<file path="config.mk">
export PLATFORM = sky130hd
export DESIGN_NAME = divisor_secuencial
export DESIGN_NICKNAME = d
export VERILOG_FILES = /design/src/rtl/divisor_pkg.sv /design/src/rtl/divisor_secuencial_paso_resta.sv /design/src/rtl/divisor_secuencial.sv
export SDC_FILE = /design/constraint.sdc
export NUM_CORES = 1
export LEC_CHECK = 0
export ABC_AREA = 1
export ABC_CLOCK_PERIOD_IN_PS = 2400
export BUFFER_PORTS_ARGS = -buffer_cell sky130_fd_sc_hd__clkbuf_2
export CAP_MARGIN = 5
export CORE_MARGIN = 8
export CORE_UTILIZATION = 56
export CTS_CLUSTER_SIZE = 14
export DETAILED_ROUTE_END_ITERATION = 10
export HOLD_SLACK_MARGIN = 0.1
export PLACE_DENSITY = 0.88
export SYNTH_ARGS = -nofsm -noshare
export SYNTH_HDL_FRONTEND = slang
export SYNTH_SLANG_ARGS = --single-unit
</file>
<file path="constraint.sdc">
create_clock -name clk -period 2.4 [get_ports clk]
set_clock_uncertainty 0.1 [all_clocks]
set_input_delay 0.12 -clock clk [delete_from_list [all_inputs] [get_ports clk]]
set_output_delay 0.12 -clock clk [all_outputs]
set_load 0.01 [all_outputs]
</file>
<file path="src/rtl/divisor_pkg.sv">
// divisor_pkg: shared state type and default widths for the sequential divider
package divisor_pkg;
    typedef enum logic [1:0] {IDLE, CALC, FIN} estado_t;
    localparam int WIDTH_N_DEF = 16;
    localparam int WIDTH_D_DEF = 8;
    localparam int CNT_W = $clog2(WIDTH_N_DEF);
endpackage

</file>
<file path="src/rtl/divisor_secuencial_paso_resta.sv">
// paso_resta: one restoring-division step on the partial remainder
module paso_resta #(
    parameter int WIDTH_D = 8
) (
    input  logic [WIDTH_D:0]   r,
    input  logic               q_msb,
    input  logic [WIDTH_D-1:0] d,
    output logic [WIDTH_D:0]   r_sig,
    output logic               q_bit
);
    logic [WIDTH_D:0] t;
    // shift in the next dividend bit; a set r MSB means the shifted value already exceeds d
    always_comb begin
        t = {r[WIDTH_D-1:0], q_msb};
        q_bit = r[WIDTH_D] | (t >= {1'b0, d});
        r_sig = q_bit ? t - {1'b0, d} : t;
    end
endmodule

</file>
<file path="src/rtl/divisor_secuencial.sv">
// divisor_secuencial: restoring divider, one quotient bit per clock, start/done handshake
module divisor_secuencial #(
    parameter int WIDTH_N = 16,
    parameter int WIDTH_D = 8
) (
    input  logic               clk,
    input  logic               rst_n,
    input  logic               start,
    input  logic [WIDTH_N-1:0] dividendo,
    input  logic [WIDTH_D-1:0] divisor,
    output logic [WIDTH_N-1:0] cociente,
    output logic [WIDTH_D-1:0] residuo,
    output logic               done,
    output logic               ocupado,
    output logic               div_cero
);
    import divisor_pkg::*;
    localparam int CW = $clog2(WIDTH_N);
    estado_t            estado, estado_sig;
    logic [WIDTH_N-1:0] q;
    logic [WIDTH_D-1:0] d;
    logic [WIDTH_D:0]   r, r_sig;
    logic               q_bit;
    logic [CW-1:0]      cnt;
    logic               dz;
    logic               cero;
    assign cero = divisor == '0;
    assign ocupado = estado != IDLE;
    paso_resta #(.WIDTH_D(WIDTH_D)) u_paso (
        .r(r),
        .q_msb(q[WIDTH_N-1]),
        .d(d),
        .r_sig(r_sig),
        .q_bit(q_bit)
    );
    // state register
    always_ff @(posedge clk or negedge rst_n) begin
        if (!rst_n) estado <= IDLE;
        else estado <= estado_sig;
    end
    // next state: a zero divisor skips the iterations and goes straight to FIN
    always_comb begin
        estado_sig = estado;
        case (estado)
            IDLE:    estado_sig = start ? (cero ? FIN : CALC) : IDLE;
            CALC:    estado_sig = (cnt == '0) ? FIN : CALC;
            FIN:     estado_sig = IDLE;
            default: estado_sig = IDLE;
        endcase
    end
    // datapath: capture operands, iterate, publish results on leaving FIN
    always_ff @(posedge clk or negedge rst_n) begin
        if (!rst_n) begin
            q        <= '0;
            d        <= '0;
            r        <= '0;
            cnt      <= '0;
            dz       <= 1'b0;
            cociente <= '0;
            residuo  <= '0;
            div_cero <= 1'b0;
            done     <= 1'b0;
        end else begin
            done <= 1'b0;
            case (estado)
                IDLE: if (start) begin
                    q   <= cero ? '1 : dividendo;
                    d   <= divisor;
                    r   <= cero ? {1'b0, dividendo[WIDTH_D-1:0]} : '0;
                    cnt <= CW'(WIDTH_N - 1);
                    dz  <= cero;
                end
                CALC: begin
                    r   <= r_sig;
                    q   <= {q[WIDTH_N-2:0], q_bit};
                    cnt <= cnt - CW'(1);
                end
                FIN: begin
                    cociente <= q;
                    residuo  <= r[WIDTH_D-1:0];
                    div_cero <= dz;
                    done     <= 1'b1;
                end
                default: ;
            endcase
        end
    end
endmodule

</file>
Word-level counts from Yosys, hierarchy flattened
Cells that the tools add are included.
Cells by class
  add/subtract/negate cells: 2
  magnitude comparators: 1
  eq/ne operators: 3
  muxes and demuxes: 14
  bitwise gates (word level): 1
  reductions and logical operators: 7
Operators with widths (count)
  16-bit two-way mux: 2
  16-bit one-hot mux with 2 select lines: 1
  9-bit two-way mux: 2
  9-bit one-hot mux with 2 select lines: 1
  9-bit by 8-bit >= comparator with 1-bit output: 1
  9-bit by 8-bit subtractor with 9-bit output: 1
  8-bit zero test: 1
  8-bit two-way mux: 1
  4-bit one-hot mux with 2 select lines: 1
  2-bit two-way mux: 3
  4-bit zero test: 1
  4-bit two-way mux: 1
  2-bit one-hot mux with 2 select lines: 1
  2-bit AND reduction: 2
  2-bit nonzero test: 2
  4-bit by 1-bit subtractor with 4-bit output, second input constant: 1
  2-bit by 1-bit == test with 1-bit output, second input constant: 1
  2-bit == test, second input constant: 1
  2-bit zero test: 1
  2-bit != test, second input constant: 1
  1-bit two-way mux: 1
  1-bit bitwise OR: 1
Storage, ports and cells
  flip-flop bits (word level): 66
  input bits: 27
  output and inout bits: 27

Longest topological paths before layout
Gate-level depths: netlist (run 1).
  depth in word-level cells: 4
  mapped depth: 13
  depth with buffers taken out: 12

Cells and area by module
Synthesis (run 1) repeated with hierarchy kept, for this count alone.
Second synthesis, totals
  cell total of the unflattened synthesis: 441
  area, all modules: 3423.3 sq um
By module, submodules not included
  divisor_secuencial: instances 1, cells an instance 316, area each 2792.7 sq um
  paso_resta: instances 1, cells an instance 125, area each 630.6 sq um

Worst setup path before layout (run 1)
No wires, ideal clock.
  path kind: reg2reg
  start: reg d[0]
  end: reg r[4]
  setup time: 0.124 ns
  data arrival time: 1.532 ns
  setup slack: 0.644 ns
  cell stages (with the launch flop): 9
  path buffers: 0
  path through: dfrtp_1 > ha_1 > fa_1 > nand3b_1 > nand2_1 > xnor2_1 > nand2_2 > o21ai_2 > o21bai_2
On the way
  cells in the longest elaborated chain, start to end: 4
  elaborated cells on any way between the ends: 5
  those cells by class: add/sub: 1; order compare: 1; mux: 2; bitwise: 1
RTL lines
  start, declared: RTL line divisor_secuencial.sv:21  | logic [WIDTH_D-1:0] d;
  start signal, assigned: RTL line divisor_secuencial.sv:68  | d <= divisor;
  9-bit by 8-bit >= comparator with 1-bit output: RTL line divisor_secuencial_paso_resta.sv:15  | q_bit = r[WIDTH_D] | (t >= {1'b0, d});
  1-bit bitwise OR: RTL line divisor_secuencial_paso_resta.sv:15
  9-bit two-way mux *: RTL line divisor_secuencial_paso_resta.sv:16  | r_sig = q_bit ? t - {1'b0, d} : t;
  9-bit one-hot mux with 2 select lines *: RTL line divisor_secuencial.sv:65  | case (estado)
  end signal, assigned: RTL line divisor_secuencial.sv:69  | r <= cero ? {1'b0, dividendo[WIDTH_D-1:0]} : '0;
  end signal, assigned: RTL line divisor_secuencial.sv:74  | r <= r_sig;
  end, declared: RTL line divisor_secuencial.sv:22  | logic [WIDTH_D:0] r, r_sig;
Mark *: on every way between the ends. The rest lies on a longest branch, timed or not.
A chain may end at the register's enable or synchronous reset.

Final worst setup path (run 1)
  start: reg q[15]
  end: reg r[6]
On the way
  cells in the longest elaborated chain, start to end: 4
  elaborated cells on any way between the ends: 5
  those cells by class: add/sub: 1; order compare: 1; mux: 2; bitwise: 1
RTL lines
  start, declared: RTL line divisor_secuencial.sv:20  | logic [WIDTH_N-1:0] q;
  start signal, assigned: RTL line divisor_secuencial.sv:67  | q <= cero ? '1 : dividendo;
  start signal, assigned: RTL line divisor_secuencial.sv:75  | q <= {q[WIDTH_N-2:0], q_bit};
  9-bit by 8-bit >= comparator with 1-bit output: RTL line divisor_secuencial_paso_resta.sv:15
  1-bit bitwise OR: RTL line divisor_secuencial_paso_resta.sv:15
  9-bit two-way mux *: RTL line divisor_secuencial_paso_resta.sv:16
  9-bit one-hot mux with 2 select lines *: RTL line divisor_secuencial.sv:65
Marked as above.

==> impl_metrics.tcl, run 1 <==
set metrics [dict create \
    status "finished, final reports clean" \
    grt_pass1_vias 2980 \
    netSwitchingFraction 0.455 \
    cp_top_family "simple AND/OR/NAND/NOR gates" \
    core-area_um2 5850 \
    syn_area_per_cell_um2 8.46 \
    finalCoreUtilization 0.709 \
    cts.sink_count 66 \
    min-delay-start "start" \
    mappedNetlistArea_um2 3360 \
    worst_r2r_endpoint "r[6]$_DFFE_PN0P_" \
    layout_min_cycle_time_ns 2.04 \
    ctsRootBufferMaster "clkbuf_8" \
    fin_tns_setup_ns 0 \
    ctsResizeCount 0 \
    final_routed_drc_violation_total 0 \
    maxSlewHeadroom 0.461 \
    finalCritPeriodShare 0.850 \
    place.detailed.hpwl_mm 5.96 \
    initial_utilization 0.574 \
    postSynthNetCount 435 \
    core.rowCount 28 \
    synth_seq_cells 66 \
    power.share.combinational 0.526 \
    insertion_delay_ns 0.36 \
    cp-end-kind "flop" \
    data_arrival_at_the_endpoint_of_the_critical_path_ns 2.17 \
    fin_cells 556 \
    post_dp_cell_area_um2 3690 \
    maxCapViolCount 0 \
    min_delay_worst_endpoint "d[6]$_DFFE_PN0P_" \
    cpMaxStageDelayCell "fa_1" \
    dieWidth_um 93.4 \
    tritoncts "built" \
    final_area_um2 4150 \
    detail_route.first_pass.iterations 5 \
    htree_num_levels 3 \
    fmaxAchievable_mhz 490 \
    p_clk_frac 0.160 \
    area_delta_synth_final_pct 23.5 \
    post_cts_hold_buffer_count 25 \
    total_leakage_power_nw 2.20 \
    type_of_origin_of_the_critical_path "flop" \
    synthFlopType "dfrtp_1" \
    postRouteWirelength_mm 8.85 \
    clkTransAtPathRegs_ns 0.07 \
    cts_made_buffers 9 \
    design.die.area_um2 8730 \
    post_synth_inst_count 397 \
    cts_setup_buffers 0 \
    dpl.cell_count 514 \
    grt_first_pass_wirelength_mm 14.5 \
    ys_warn_count 0 \
    finalWeightedCongestion 0.857 \
    timing.final.max_slew_violations 0 \
    setup_violations 0 \
    clk_path_buf_depth 2 \
    final_layout_size_suffix_gt1_frac 0.206 \
    cp.buffers_inverters 1 \
    critical_path.cell_chain "inv_1 -> ha_1 -> fa_1 -> nand3b_1 -> nand2_1 -> a21oi_1 -> nand2_1 -> nand3_2 -> nand3_1 -> nand2_1" \
    route.detailed.vias_per_inst 5.46 \
    reg2regPathDepth 10 \
    io_pins 54 \
    port-buffer-count 53 \
    pwr-share-seq 0.314 \
    hold_path_depth 5 \
    detailroute.via_count 3033 \
    rsz0062_at_grt "false" \
    rr_startpoint "q[15]$_DFFE_PN0P_" \
    global_route.usage.total 0.213 \
    reg2reg_slack_ns 0.36 \
    synth_cell_types 36 \
    cell_occurring_most_often_along_the_worst_timing_path "nand2_1" \
    critPathMaxFanout 3 \
    hold_class "input port to flop" \
    critical-path-max-stage-delay_ns 0.42 \
    hold_viol_final 0 \
    power.net_switching_mw 2.72 \
    postLayoutSetupSlackWorst_ns 0.360 \
    ant_nets 0 \
    dp_worst_setup_slack_ns 0.412 \
    die_h_um 93.4 \
    num-nets-final 513 \
    power-per-cell-area_nw_per_um2 1440 \
    tightestPinTransition_ns 0.809 \
    wl_per_cell_um 15.9 \
    synth-edff-count 0 \
    synthArstFlopShare 1.00 \
    internal_power_component_mw 3.26 \
    grt_start_max_net_pins 37 \
    cp_data_required_time_ns 2.53 \
    path_class "flop to flop" \
    grt.overflow.total 0 \
    antenna_found_initial 1 \
    dr.first_iter.drc_count 266 \
    irDropWorstVdd_mv 0.673 \
    ys_seq_area_frac 0.492 \
]
## power groups by stage
stage / Combinational [mW] / Clock (mW) / Sequential [mW]
after detailed placement: 3.04 / 0 / 1.87
final: 3.15 / 0.958 / 1.88
after floorplan: 2.32 / 0 / 1.87
after CTS: 3.10 / 0.952 / 1.86
after global placement: 2.88 / 0 / 1.84
after global routing: 3.50 / 1.01 / 1.92
## metrics by stage
| stage | total power, mW | hold slack (ns) |
|---|---|---|
| after floorplan | 4.19 | -0.276 |
| after global placement | 4.73 | 0.123 |
| after detailed placement | 4.92 | 0.141 |
| after CTS | 5.92 | 0.216 |
| after global routing | 6.43 | 0.293 |
| final | 5.98 | 0.227 |
## worst max-delay path by stage
stage | from | to | slack, ns | depth (start not counted)
2_1_floorplan | d[0]$_DFFE_PN0P_ | r[4]$_DFFE_PN0P_ | 0.64 | 8
3_3_place_gp | q[15]$_DFFE_PN0P_ | r[6]$_DFFE_PN0P_ | 0.52 | 10
3_5_place_dp | q[15]$_DFFE_PN0P_ | r[6]$_DFFE_PN0P_ | 0.41 | 10
4_1_cts | q[15]$_DFFE_PN0P_ | r[6]$_DFFE_PN0P_ | 0.37 | 10
5_1_grt | estado[1]$_DFF_PN0_ | r[2]$_DFFE_PN0P_ | 0.22 | 6
6_report | q[15]$_DFFE_PN0P_ | r[6]$_DFFE_PN0P_ | 0.36 | 10
## metal layers
layer | global-route usage | vias to the layer above | part of all wire
li1 | - | 1437 | -
met1 | 0.265 | 1411 | 0.41
met2 | 0.336 | 154 | 0.48
met3 | 0.0321 | 31 | 0.067
met4 | 0.141 | 0 | 0.045
met5 | 0 | - | 0
## worst register-to-register path: stages (launching register included)
cell,delay [ns]
dfrtp_1,0.36
inv_1,0.08
ha_1,0.21
fa_1,0.42
nand3b_1,0.18
nand2_1,0.16
a21oi_1,0.11
nand2_1,0.10
nand3_2,0.07
nand3_1,0.08
nand2_1,0.06
## Yosys cell counts, types with 2 or more instances
| cell type | instances | area share |
|---|---|---|
| a22oi_1 | 2 | 0.0045 |
| o21ai_2 | 3 | 0.0078 |
| inv_1 | 65 | 0.073 |
| ha_1 | 10 | 0.037 |
| o22ai_1 | 2 | 0.0037 |
| nor2_1 | 8 | 0.0089 |
| o21ai_1 | 2 | 0.0030 |
| a21oi_1 | 6 | 0.0089 |
| buf_2 | 8 | 0.012 |
| o21ai_0 | 41 | 0.061 |
| o2111ai_1 | 9 | 0.023 |
| clkbuf_1 | 6 | 0.0067 |
| o211ai_1 | 2 | 0.0045 |
| nand3_2 | 4 | 0.012 |
| a21oi_2 | 3 | 0.0078 |
| dfrtp_1 | 66 | 0.49 |
| xnor2_1 | 2 | 0.0052 |
| nand2_2 | 5 | 0.0093 |
| o21bai_2 | 3 | 0.010 |
| nand4_1 | 7 | 0.013 |
| nand2_4 | 2 | 0.0067 |
| inv_2 | 2 | 0.0022 |
| nand2_1 | 107 | 0.12 |
| o41ai_1 | 2 | 0.0052 |
| nand3_1 | 19 | 0.028 |
## cell usage in the layout, fill, tap and decap left out, types with 3 or more instances in the layout
| cell type | instances |
|---|---|
| ha_1 | 10 |
| o2111ai_1 | 9 |
| nand4_1 | 7 |
| clkbuf_2 | 53 |
| nand3_2 | 4 |
| nand2_1 | 107 |
| o21bai_2 | 3 |
| o21ai_2 | 3 |
| nor2_1 | 8 |
| nand2_2 | 5 |
| buf_4 | 3 |
| dlygate4sd3_1 | 25 |
| a21oi_1 | 6 |
| nand3_1 | 19 |
| inv_1 | 65 |
| clkbuf_8 | 9 |
| dfrtp_1 | 66 |
| a21oi_2 | 3 |
| o21ai_0 | 41 |
## kinds of logic (layout without fill, tap and decap cells)
group | count (synthesis) | after routing | synth area share
flops | 66 | 66 | 0.492
simple gates | 156 | 156 | 0.207
fa+ha+maj | 11 | 11 | 0.0432
other cells | 0 | 1 | 0
compound gates | 78 | 78 | 0.149
buf+inv | 83 | 166 | 0.101
xor+xnor | 3 | 3 | 0.00783
## area by class of cell
cell class | count | area, um^2
fill | 435 | 1700
sequential | 66 | 1650
multi-input combinational | 248 | 1370
timing repair buffer | 83 | 578
inverter | 67 | 251
clock buffer | 9 | 124
tap | 75 | 93.8
clock inverter | 7 | 77.6
antenna | 1 | 2.50
## registers in the layout, summed over array words and instances (netlist names)
name	cells
cociente	16
q	16
r	9
d	8
residuo	8
cnt	4
estado	2
div_cero	1
done	1
dz	1
No activity file was read; power rests on OpenSTA's default activity.
==> inputs of run 2 (changes only) <==
- ABC_CLOCK_PERIOD_IN_PS: 2400 -> 1800
- CORE_UTILIZATION: 56 -> 51
- PLACE_DENSITY: 0.88 -> 0.85
- clock period: 2.4 -> 1.8 ns (I/O delays scaled with it)
==> impl_metrics.tcl, run 2 (synthesis gave the netlist of run 1 again) <==
set metrics [dict create \
    status "finished with violations" \
    failing_checks "negative setup slack" \
    global_route.usage.total 0.190 \
    insertion_delay_ns 0.35 \
    finalCoreUtilization 0.723 \
    p_clk_frac 0.145 \
    cpMaxStageDelayCell "dfrtp_1" \
    finalCritPeriodShare 1.10 \
    hold_class "input port to flop" \
    cp-end-kind "flop" \
    cell_occurring_most_often_along_the_worst_timing_path "nand2_1" \
    cp_data_required_time_ns 1.92 \
    core-area_um2 6350 \
    detail_route.first_pass.iterations 6 \
    final_layout_size_suffix_gt1_frac 0.320 \
    dr.first_iter.drc_count 237 \
    pwr-share-seq 0.261 \
    maxCapViolCount 0 \
    htree_num_levels 3 \
    path_class "flop to flop" \
    antenna_found_initial 0 \
    antenna_cells_inserted 0 \
    dieWidth_um 97.1 \
    cp.buffers_inverters 1 \
    total_power_mw 9.74 \
    fin_cells 586 \
    layout_min_cycle_time_ns 1.97 \
    grt_start_max_net_pins 67 \
    layout.cells.most_common_list "nand2_1 (97), dfrtp_1 (66), inv_1 (58)" \
    dp_worst_setup_slack_ns -0.0807 \
    ctsRootBufferMaster "clkbuf_8" \
    grt.overflow.total 0 \
    post_dp_cell_area_um2 3780 \
    postLayoutSetupSlackWorst_ns -0.173 \
    final_area_um2 4590 \
    cts_made_buffers 9 \
    route.detailed.vias_per_inst 5.59 \
    power.share.combinational 0.595 \
    type_of_origin_of_the_critical_path "flop" \
    io_pins 54 \
    layout_commonest_cell "nand2_1" \
    rsz0062_at_grt "true" \
    clkTransAtPathRegs_ns 0.08 \
    internal_power_component_mw 5.37 \
    design.die.area_um2 9430 \
    postRouteWirelength_mm 9.86 \
    critPathMaxFanout 3 \
    fin_tns_setup_ns -0.398 \
    cp_top_family "simple AND/OR/NAND/NOR gates" \
    cts.sink_count 66 \
    filler_cell_count_in_the_final_layout 411 \
    dpl.cell_count 529 \
    area_delta_synth_final_pct 36.7 \
    num-nets-final 542 \
    clk_path_buf_depth 2 \
    timing.final.max_slew_violations 0 \
    port-buffer-count 53 \
    core.rowCount 29 \
    hold_viol_final 0 \
    final_routed_drc_violation_total 0 \
    grt_first_pass_wirelength_mm 14.7 \
    worst_hold_slack_ns 0.173 \
    setup_violations 7 \
    finalWeightedCongestion 0.880 \
    tightestPinTransition_ns 0.401 \
    tritoncts "built" \
    data_arrival_at_the_endpoint_of_the_critical_path_ns 2.09 \
    grt_pass1_vias 3093 \
    power.net_switching_mw 4.37 \
    power-per-cell-area_nw_per_um2 2120 \
    total_leakage_power_nw 2.35 \
    fmaxAchievable_mhz 507 \
    wl_per_cell_um 16.8 \
    detailroute.via_count 3275 \
    die_h_um 97.1 \
    layout_top_registers "cociente: 16 flops, q: 16 flops, r: 9 flops" \
    critical_path.cell_chain "buf_4 -> fa_2 -> nand3b_1 -> nand2_2 -> nand2_1 -> nand2_1 -> nand2_1 -> nand4_1 -> o21ai_0" \
    irDropWorstVdd_mv 0.992 \
    place.detailed.hpwl_mm 5.80 \
    critical-path-max-stage-delay_ns 0.42 \
    maxSlewHeadroom 0.732 \
    initial_utilization 0.529 \
    netSwitchingFraction 0.449 \
    ant_nets 0 \
]
run 2: cell count changes in the layout (fill, tap and decap cells not counted), sizes merged:
cell / previous run / this run
clkinvlp: 1 / 3
buf: 5 / 33
nand2: 114 / 115
bufinv: 1 / 2
diode: 1 / 0
clkinv: 3 / 0
run 2: final timing paths:
kind                                          from                      end  slack [ns]  cells past startpoint
setup / recovery                  d[1]$_DFFE_PN0P_         r[8]$_DFFE_PN0P_       -0.17                      9
hold / removal                               start         d[6]$_DFFE_PN0P_        0.17                      5
setup reg to reg                  d[1]$_DFFE_PN0P_         r[8]$_DFFE_PN0P_       -0.17                      9
hold reg to reg            cociente[2]$_DFFE_PN0P_  cociente[2]$_DFFE_PN0P_        0.39                      2
max in group asynchronous                    rst_n   residuo[3]$_DFFE_PN0P_        1.11                      3
min in group asynchronous                    rst_n         d[5]$_DFFE_PN0P_        0.19                      3
run 2: worst reg2reg max path: cells and delay by family, from the launching register on:
kind / cells / cell delay (ns)
fa+ha+maj: 1 / 0.38
buf+inv: 1 / 0.16
simple gates: 6 / 0.71
compound gates: 1 / 0.10
flops: 1 / 0.42
run 2: area by class of cell:
| type | count | area [um^2] | area share |
|---|---|---|---|
| multi-input combinational | 249 | 1580 | 0.345 |
| clock buffer | 9 | 124 | 0.0270 |
| clock inverter | 7 | 100 | 0.0218 |
| tap | 77 | 96.3 | 0.0210 |
| inverter | 67 | 251 | 0.0548 |
| timing repair buffer | 111 | 783 | 0.171 |
| sequential | 66 | 1650 | 0.360 |
run 2: power by group through the flow:
stage	Sequential (mW)	Clock [mW]	Combinational, mW
5_1_grt	2.59	1.49	6.33
3_3_place_gp	2.44	0	4.10
6_report	2.54	1.41	5.79
2_1_floorplan	2.49	0	3.10
4_1_cts	2.47	1.41	4.55
3_5_place_dp	2.48	0	4.26
run 2: layer usage:
layer / vias up / routed length, um / track usage
met5: - / 0 / 0
met4: 0 / 389 / 0.0947
met3: 35 / 803 / 0.0413
met2: 183 / 4760 / 0.308
met1: 1564 / 3910 / 0.233
li1: 1493 / - / -
run 2: timing repair:
| action | CTS | global route |
|---|---|---|
| resized for setup | 9 | 36 |
| endpoints found under the hold margin | 98 | 0 |
| cloned | 0 | 1 |
| hold buffers | 25 | 0 |
| pin swaps | 3 | 12 |
| endpoints found under the setup margin | 9 | 10 |
| buffers inserted | 1 | 14 |
